===== src/rtl/drum_sequencer.sv =====
// rtl/drum_sequencer.sv - pattern step sequencer issuing deferred one-shot triggers to drum voices
module drum_sequencer #(
    parameter int NUM_VOICES = 4,
    parameter int NUM_STEPS  = 16,
    parameter int STEP_TICKS = 2000
) (
    input  logic                         clk,
    input  logic                         rst,
    input  logic                         sample_tick,
    input  logic                         run,
    input  logic                         pat_we,
    input  logic [$clog2(NUM_STEPS)-1:0] pat_step,
    input  logic [NUM_VOICES-1:0]        pat_data,
    input  logic [NUM_VOICES-1:0]        playing,
    input  logic                         missed_clr,
    output logic [NUM_VOICES-1:0]        trigger,
    output logic [$clog2(NUM_STEPS)-1:0] step,
    output logic                         step_pulse,
    output logic [NUM_VOICES-1:0]        missed
);

    localparam int SW = $clog2(NUM_STEPS);
    localparam int TW = (STEP_TICKS > 1) ? $clog2(STEP_TICKS) : 1;
    localparam logic [SW-1:0] LAST_STEP = SW'(NUM_STEPS - 1);
    localparam logic [TW-1:0] LAST_TICK = TW'(STEP_TICKS - 1);

    typedef enum logic {
        IDLE = 1'b0,
        RUN  = 1'b1
    } state_t;

    state_t                  state;
    state_t                  state_nxt;
    logic [NUM_VOICES-1:0]   pattern [NUM_STEPS];
    logic [TW-1:0]           tick_cnt;
    logic [TW-1:0]           tick_nxt;
    logic [SW-1:0]           step_nxt;
    logic [SW-1:0]           step_inc;
    logic [SW-1:0]           new_step;
    logic                    boundary;
    logic [NUM_VOICES-1:0]   row;
    logic [NUM_VOICES-1:0]   issue;
    logic [NUM_VOICES-1:0]   pending;
    logic [NUM_VOICES-1:0]   pending_nxt;
    logic [NUM_VOICES-1:0]   trigger_nxt;
    logic [NUM_VOICES-1:0]   missed_nxt;
    logic                    step_pulse_nxt;
    logic                    row_ok;

    // Row addresses past the last step are dropped; with a power-of-two
    // step count every address is a real row.
    generate
        if (NUM_STEPS == (1 << SW)) begin : g_full_rows
            assign row_ok = 1'b1;
        end else begin : g_partial_rows
            assign row_ok = (pat_step <= LAST_STEP);
        end
    endgenerate

    assign step_inc = (step == LAST_STEP) ? '0 : step + 1'b1;

    // State register.
    always_ff @(posedge clk) begin
        if (rst) begin
            state <= IDLE;
        end else begin
            state <= state_nxt;
        end
    end

    // Next state: run level alone moves between idle and sequencing.
    always_comb begin
        state_nxt = state;
        case (state)
            IDLE: if (run) state_nxt = RUN;
            RUN:  if (!run) state_nxt = IDLE;
        endcase
    end

    // Datapath next values: tick counting, step boundaries, pending/trigger/missed.
    always_comb begin
        tick_nxt       = tick_cnt;
        step_nxt       = step;
        boundary       = 1'b0;
        new_step       = '0;
        issue          = '0;
        step_pulse_nxt = 1'b0;
        case (state)
            IDLE: begin
                // Starting the sequencer is itself a boundary into step 0.
                if (run) begin
                    boundary = 1'b1;
                    new_step = '0;
                end
            end
            RUN: begin
                if (run) begin
                    issue = pending & ~playing & ~trigger;
                    if (sample_tick) begin
                        if (tick_cnt == LAST_TICK) begin
                            tick_nxt = '0;
                            boundary = 1'b1;
                            new_step = step_inc;
                        end else begin
                            tick_nxt = tick_cnt + 1'b1;
                        end
                    end
                end else begin
                    tick_nxt = '0;
                    step_nxt = '0;
                end
            end
        endcase

        // The grid register still holds the pre-write row during a same-cycle write.
        row = pattern[new_step];

        if (boundary) begin
            step_nxt       = new_step;
            step_pulse_nxt = 1'b1;
        end

        trigger_nxt = issue;

        // A new hit overrides a same-cycle issue clear; stopping discards everything.
        if (state == RUN && !run) begin
            pending_nxt = '0;
        end else begin
            pending_nxt = (pending & ~issue) | (boundary ? row : '0);
        end

        // Any hit still waiting when the next boundary arrives is reported; set beats clear.
        missed_nxt = (missed & ~{NUM_VOICES{missed_clr}})
                   | (boundary ? (pending & ~issue) : '0);
    end

    // Pattern grid storage.
    always_ff @(posedge clk) begin
        if (rst) begin
            for (int i = 0; i < NUM_STEPS; i++) begin
                pattern[i] <= '0;
            end
        end else if (pat_we && row_ok) begin
            pattern[pat_step] <= pat_data;
        end
    end

    // Registered outputs and sequencing state.
    always_ff @(posedge clk) begin
        if (rst) begin
            tick_cnt   <= '0;
            step       <= '0;
            step_pulse <= 1'b0;
            trigger    <= '0;
            pending    <= '0;
            missed     <= '0;
        end else begin
            tick_cnt   <= tick_nxt;
            step       <= step_nxt;
            step_pulse <= step_pulse_nxt;
            trigger    <= trigger_nxt;
            pending    <= pending_nxt;
            missed     <= missed_nxt;
        end
    end

endmodule

===== config.mk =====
export PLATFORM = sky130hd
export DESIGN_NAME = drum_sequencer
export DESIGN_NICKNAME = d
export VERILOG_FILES = /design/src/rtl/drum_sequencer.sv
export SDC_FILE = /design/constraint.sdc
export NUM_CORES = 1
export LEC_CHECK = 0
export ABC_AREA = 1
export BUFFER_PORTS_ARGS = -buffer_cell sky130_fd_sc_hd__buf_2
export CAP_MARGIN = 25
export CORE_ASPECT_RATIO = 0.7
export CORE_MARGIN = 8
export CORE_UTILIZATION = 45
export CTS_BUF_LIST = sky130_fd_sc_hd__clkbuf_4 sky130_fd_sc_hd__clkbuf_8
export DETAILED_ROUTE_END_ITERATION = 16
export GPL_TIMING_DRIVEN = 1
export PLACE_DENSITY = 0.72
export SKIP_LAST_GASP = 1
export SLEW_MARGIN = 40
export SYNTH_ARGS = -nofsm -noshare
export SYNTH_HDL_FRONTEND = slang
export SYNTH_SLANG_ARGS = --single-unit

===== constraint.sdc =====
create_clock -name clk -period 5.4 [get_ports clk]
set_input_delay 1.08 -clock clk [delete_from_list [all_inputs] [get_ports clk]]
set_output_delay 1.08 -clock clk [all_outputs]
set_load 0.02 [all_outputs]

# After elaboration in Yosys (flattened, before gate mapping)
# Memory sizes are Yosys's and may differ from the RTL's.
# Cells that the tools add are included.
# Widths: inputs -> output; s select.
[op_classes] mux=29 eq_ne=4 addsub=2 n_reduce_logical=7 bitwise_logic=11
[op_table] operator="$mux 4" n=13
[op_table] operator="$mux 11" n=3
[op_table] operator="$and 4x4->4" n=4
[op_table] operator="$not 4->4" n=4
[op_table] operator="$add 11x1->11 const B" n=1
[op_table] operator="$eq 11x11->1 const B" n=1
[op_table] operator="$mux 1" n=11
[op_table] operator="$or 4x4->4" n=2
[op_table] operator="$pmux 4 s2" n=1
[op_table] operator="$add 4x1->4 const B" n=1
[op_table] operator="$eq 4x4->1 const B" n=1
[op_table] operator="$reduce_and 2->1" n=2
[op_table] operator="$reduce_or 4->1" n=1
[op_table] operator="$ne 2x1->1 const B" n=1
[op_table] operator="$ne 2x2->1 const B" n=1
[op_table] operator="$pmux 1 s2" n=1
[op_table] operator="$reduce_bool 2->1" n=1
[op_table] operator="$reduce_or 2->1" n=1
[op_table] operator="$logic_and 1x1->1" n=1
[op_table] operator="$logic_not 1->1" n=1
[op_table] operator="$not 1->1" n=1
[word_totals] word_cells=61 reg_bits=29 n_memories=1 inputBits=18 output_inout_bits=13 ram_bits=64
[mem_list] name="pattern" depth=16 width=4 read_ports=1 rd_clocked_by_memory_dff=0 write_ports=16 line="34" text="logic [NUM_VOICES-1:0] pattern [NUM_STEPS];"

# Logic depth before layout (Yosys ltp)
[depth] ltp_word=9 depth_mapped=14 mapped_depth_nobuf=12

# Worst setup path after synthesis
# OpenSTA, ideal clock, no wires.
[synth_timing] kind="input to register" start="in rst" end="mem pattern[0][0] (enable)" slack_ps=3125 t_arrival_ps=2001 path_buffers=3 required_time_ps=5126 path_stages=5 path_cell_list="clkbuf_1 > inv_1 > clkbuf_1 > buf_1 > nand2_1"
[synth_lines] item="start, declared" line="8" text="input logic rst,"
[synth_lines] item="end, declared" line="34"

==> flow_metrics.tcl <==
set metrics [dict create \
    status "finished, final reports clean" \
    synth-async-reset-ratio_pct 0 \
    reg2reg_to "pending[0]" \
    core_um2 9720 \
    ys_ff_latch 93 \
    ir_drop_v 0.000118 \
    required_ns 5.47 \
    crit_top_cell "nand2_1" \
    maxSlewViolCount 0 \
    critical_path.top_delay_family "simple AND/OR/NAND/NOR gates" \
    wl_met1_um 4810 \
    synth.distinct_cells 39 \
    chipHeight_um 99.7 \
    powerDensity_nw_per_um2 279 \
    internal-power_mw 1.04 \
    crit_chain "buf_2, inv_1, nand2_1, nor3_1, nand2_1, nand2_1" \
    arrival_ns 3.14 \
    htree_levels 3 \
    tightest_slew_ns 0.743 \
    synth_area_leaders "edfxtp_1 (43%), dfxtp_1 (13%), nand2_1 (7.7%)" \
    p_leak_nw 1.96 \
    combinationalPowerShare_pct 6.8 \
    cts_made_buffers 9 \
    cts_resized 0 \
    rsz0062_at_grt "false" \
    fin_cells 634 \
    avgViaCountPerCell 5.56 \
    synth_common_cells "nand2_1 (92), nor2_1 (86), edfxtp_1 (64)" \
    clk_pin_slew_ns 0.10 \
    yosysMostFrequentCell "nand2_1" \
    timing.rr.start "tick_cnt[1]" \
    clkSinkCount 93 \
    min_to "missed[1]" \
    dr_wl_met2_um 4390 \
    switching_share_pct 23.7 \
    hold_class "flip-flop to flip-flop" \
    yosysTopAreaCellShare_pct 42.6 \
    io_pins 31 \
    die_area_um2 13500 \
    hold_depth 2 \
    drc 0 \
    synth_edf_count 64 \
    cp_slowest_cell "inv_1" \
    finClkSkew_ns 0.0165 \
    setup_ws_ns 2.32 \
    cap_violations 0 \
    worst-r2r-setup-slack_ns 2.85 \
    worstHoldStart "missed[1]" \
    grt_usage_pct 16.1 \
    worstPathBufferInverterCount 2 \
    yosysTopAreaCell "edfxtp_1" \
    start_util_pct 46.4 \
    clkPwrFrac_pct 34.3 \
    io_buffers 30 \
    period_share_pct 57.0 \
    clockRootBuffer "clkbuf_8" \
    post_drt_wl_per_cell_um 16.8 \
    wl_met3_um 1200 \
    syn_nets 502 \
    fp.dieW_um 136 \
    vias 3528 \
    cts_hold_buf 0 \
    slowest_delay_ns 0.59 \
    antennaDiodeCount 0 \
    grt_pass1_vias 3311 \
    synth_area_um2 4510 \
    rows 30 \
    hold_viol_final 0 \
    syn_area_per_cell_um2 9.35 \
    overflow 0 \
    drive_gt1_share_pct 14.6 \
    setup_viol 0 \
    end_kind "flip-flop" \
    p_sw_mw 0.323 \
    dpl_worst_slack_ns 2.00 \
    cp_max_fo 20 \
    synth_cells 482 \
    relSlewSlack_pct 50.4 \
    path_class "input port to flip-flop" \
    post-route-min-period_ns 3.08 \
    drt_wl_total_um 10600 \
    area_growth_pct 8.61 \
    fin_nets 521 \
    first_pass_iters 7 \
    drt_iter0_drc 313 \
    synth_seq_area_share_pct 55.5 \
    yosys_warnings 0 \
    pwr-share-seq_pct 58.8 \
    p_total_mw 1.36 \
    grt_pass1_wl_um 16900 \
    crit_path_start_kind "input port" \
    reg2reg_depth 12 \
    fin_setup_tns_ns 0 \
    place_congestion 0.804 \
    grt_max_degree 39 \
    synth_ff_type "edfxtp_1" \
    insertion_delay_ns 0.38 \
    tritoncts "built" \
    place_hpwl_um 7520 \
    ant_nets 0 \
    antenna_found_initial 0 \
    cts_setup_buffers 0 \
    top_layer "met4" \
    max_freq_mhz 325 \
    dp.cells 617 \
    cts.path.max_buffers 2 \
]
-- cells by family after synthesis --
family,share of synthesized area [%]
buf+inv,6.11
flops,55.5
xor+xnor,0.389
fa+ha+maj,0.555
simple gates,33.6
compound gates,3.83
-- worst register-to-register path, stage by stage, from the launching register on --
cell	delay, ns
dfxtp_1	0.37
ha_1	0.17
nand2_1	0.08
nor2_2	0.13
nand2_1	0.11
nor2_4	0.43
nand3_4	0.44
nand2_1	0.21
nand3_2	0.10
nand3_1	0.13
nand3_1	0.08
nand3_1	0.13
a21oi_1	0.08
-- flip-flops by register name, summed over array words and instances (netlist names) --
name	flops
state	1
pending	4
trigger	4
tick_cnt	11
pattern	64
step_pulse	1
missed	4
step	4
-- worst max-delay path by stage --
stage                     start        endpoint  slack (ns)  cells past startpoint
after CTS                   rst  pattern[14][3]        2.40                      6
after global routing        rst   pattern[2][3]        2.16                      6
final                       rst  pattern[15][0]        2.32                      6
after floorplan             rst   pattern[0][0]        3.13                      5
after global placement      rst  pattern[14][2]        2.04                      6
after detailed placement    rst  pattern[14][3]        2.00                      6
-- through the flow --
step | utilization (%) | hold WS, ns | cell area (um^2)
floorplan | - | 0.460 | 4510
global placement | 47.7 | 0.454 | 4640
finish | 50.3 | 0.475 | 4890
CTS | 50.1 | 0.473 | 4870
detailed placement | 48.0 | 0.459 | 4670
global route | 50.3 | 0.500 | 4890
-- placed cells by master, fill, tap and decap left out, drive strengths merged --
| master | count |
|---|---|
| a211oi | 2 |
| a21oi | 17 |
| a31oi | 1 |
| and3 | 1 |
| buf | 32 |
| bufinv | 1 |
| clkbuf | 10 |
| clkinv | 1 |
| dfxtp | 29 |
| edfxtp | 64 |
| ha | 2 |
| inv | 30 |
| nand2 | 97 |
| nand3 | 67 |
| nand3b | 3 |
| nand4 | 34 |
| nor2 | 91 |
| nor3 | 8 |
| nor3b | 3 |
| o21ai | 4 |
| o22ai | 5 |
| or2 | 2 |
| xor2 | 2 |
-- area by class of cell --
class / count / area, um^2
Fill cell: 853 / 4830
Sequential cell: 93 / 2500
Multi-Input combinational cell: 339 / 1730
Timing Repair Buffer: 32 / 205
Tap cell: 128 / 160
Clock buffer: 10 / 138
Inverter: 26 / 100
Clock inverter: 6 / 60.1
-- power by group through the flow --
| stage | clock, mW | sequential (mW) | combinational, mW |
|---|---|---|---|
| 6_report | 0.469 | 0.803 | 0.0932 |
| 3_5_place_dp | 0 | 0.819 | 0.0888 |
| 5_1_grt | 0.501 | 0.806 | 0.102 |
| 2_1_floorplan | 0 | 0.816 | 0.0602 |
| 3_3_place_gp | 0 | 0.819 | 0.0861 |
| 4_1_cts | 0.475 | 0.803 | 0.0891 |
-- metal layers --
metal	track usage, %	up-vias
li1	-	1713
met1	22.6	1626
met2	23.0	163
met3	4.33	26
met4	6.29	0
met5	0	-
No activity file was read; power rests on OpenSTA's default activity.
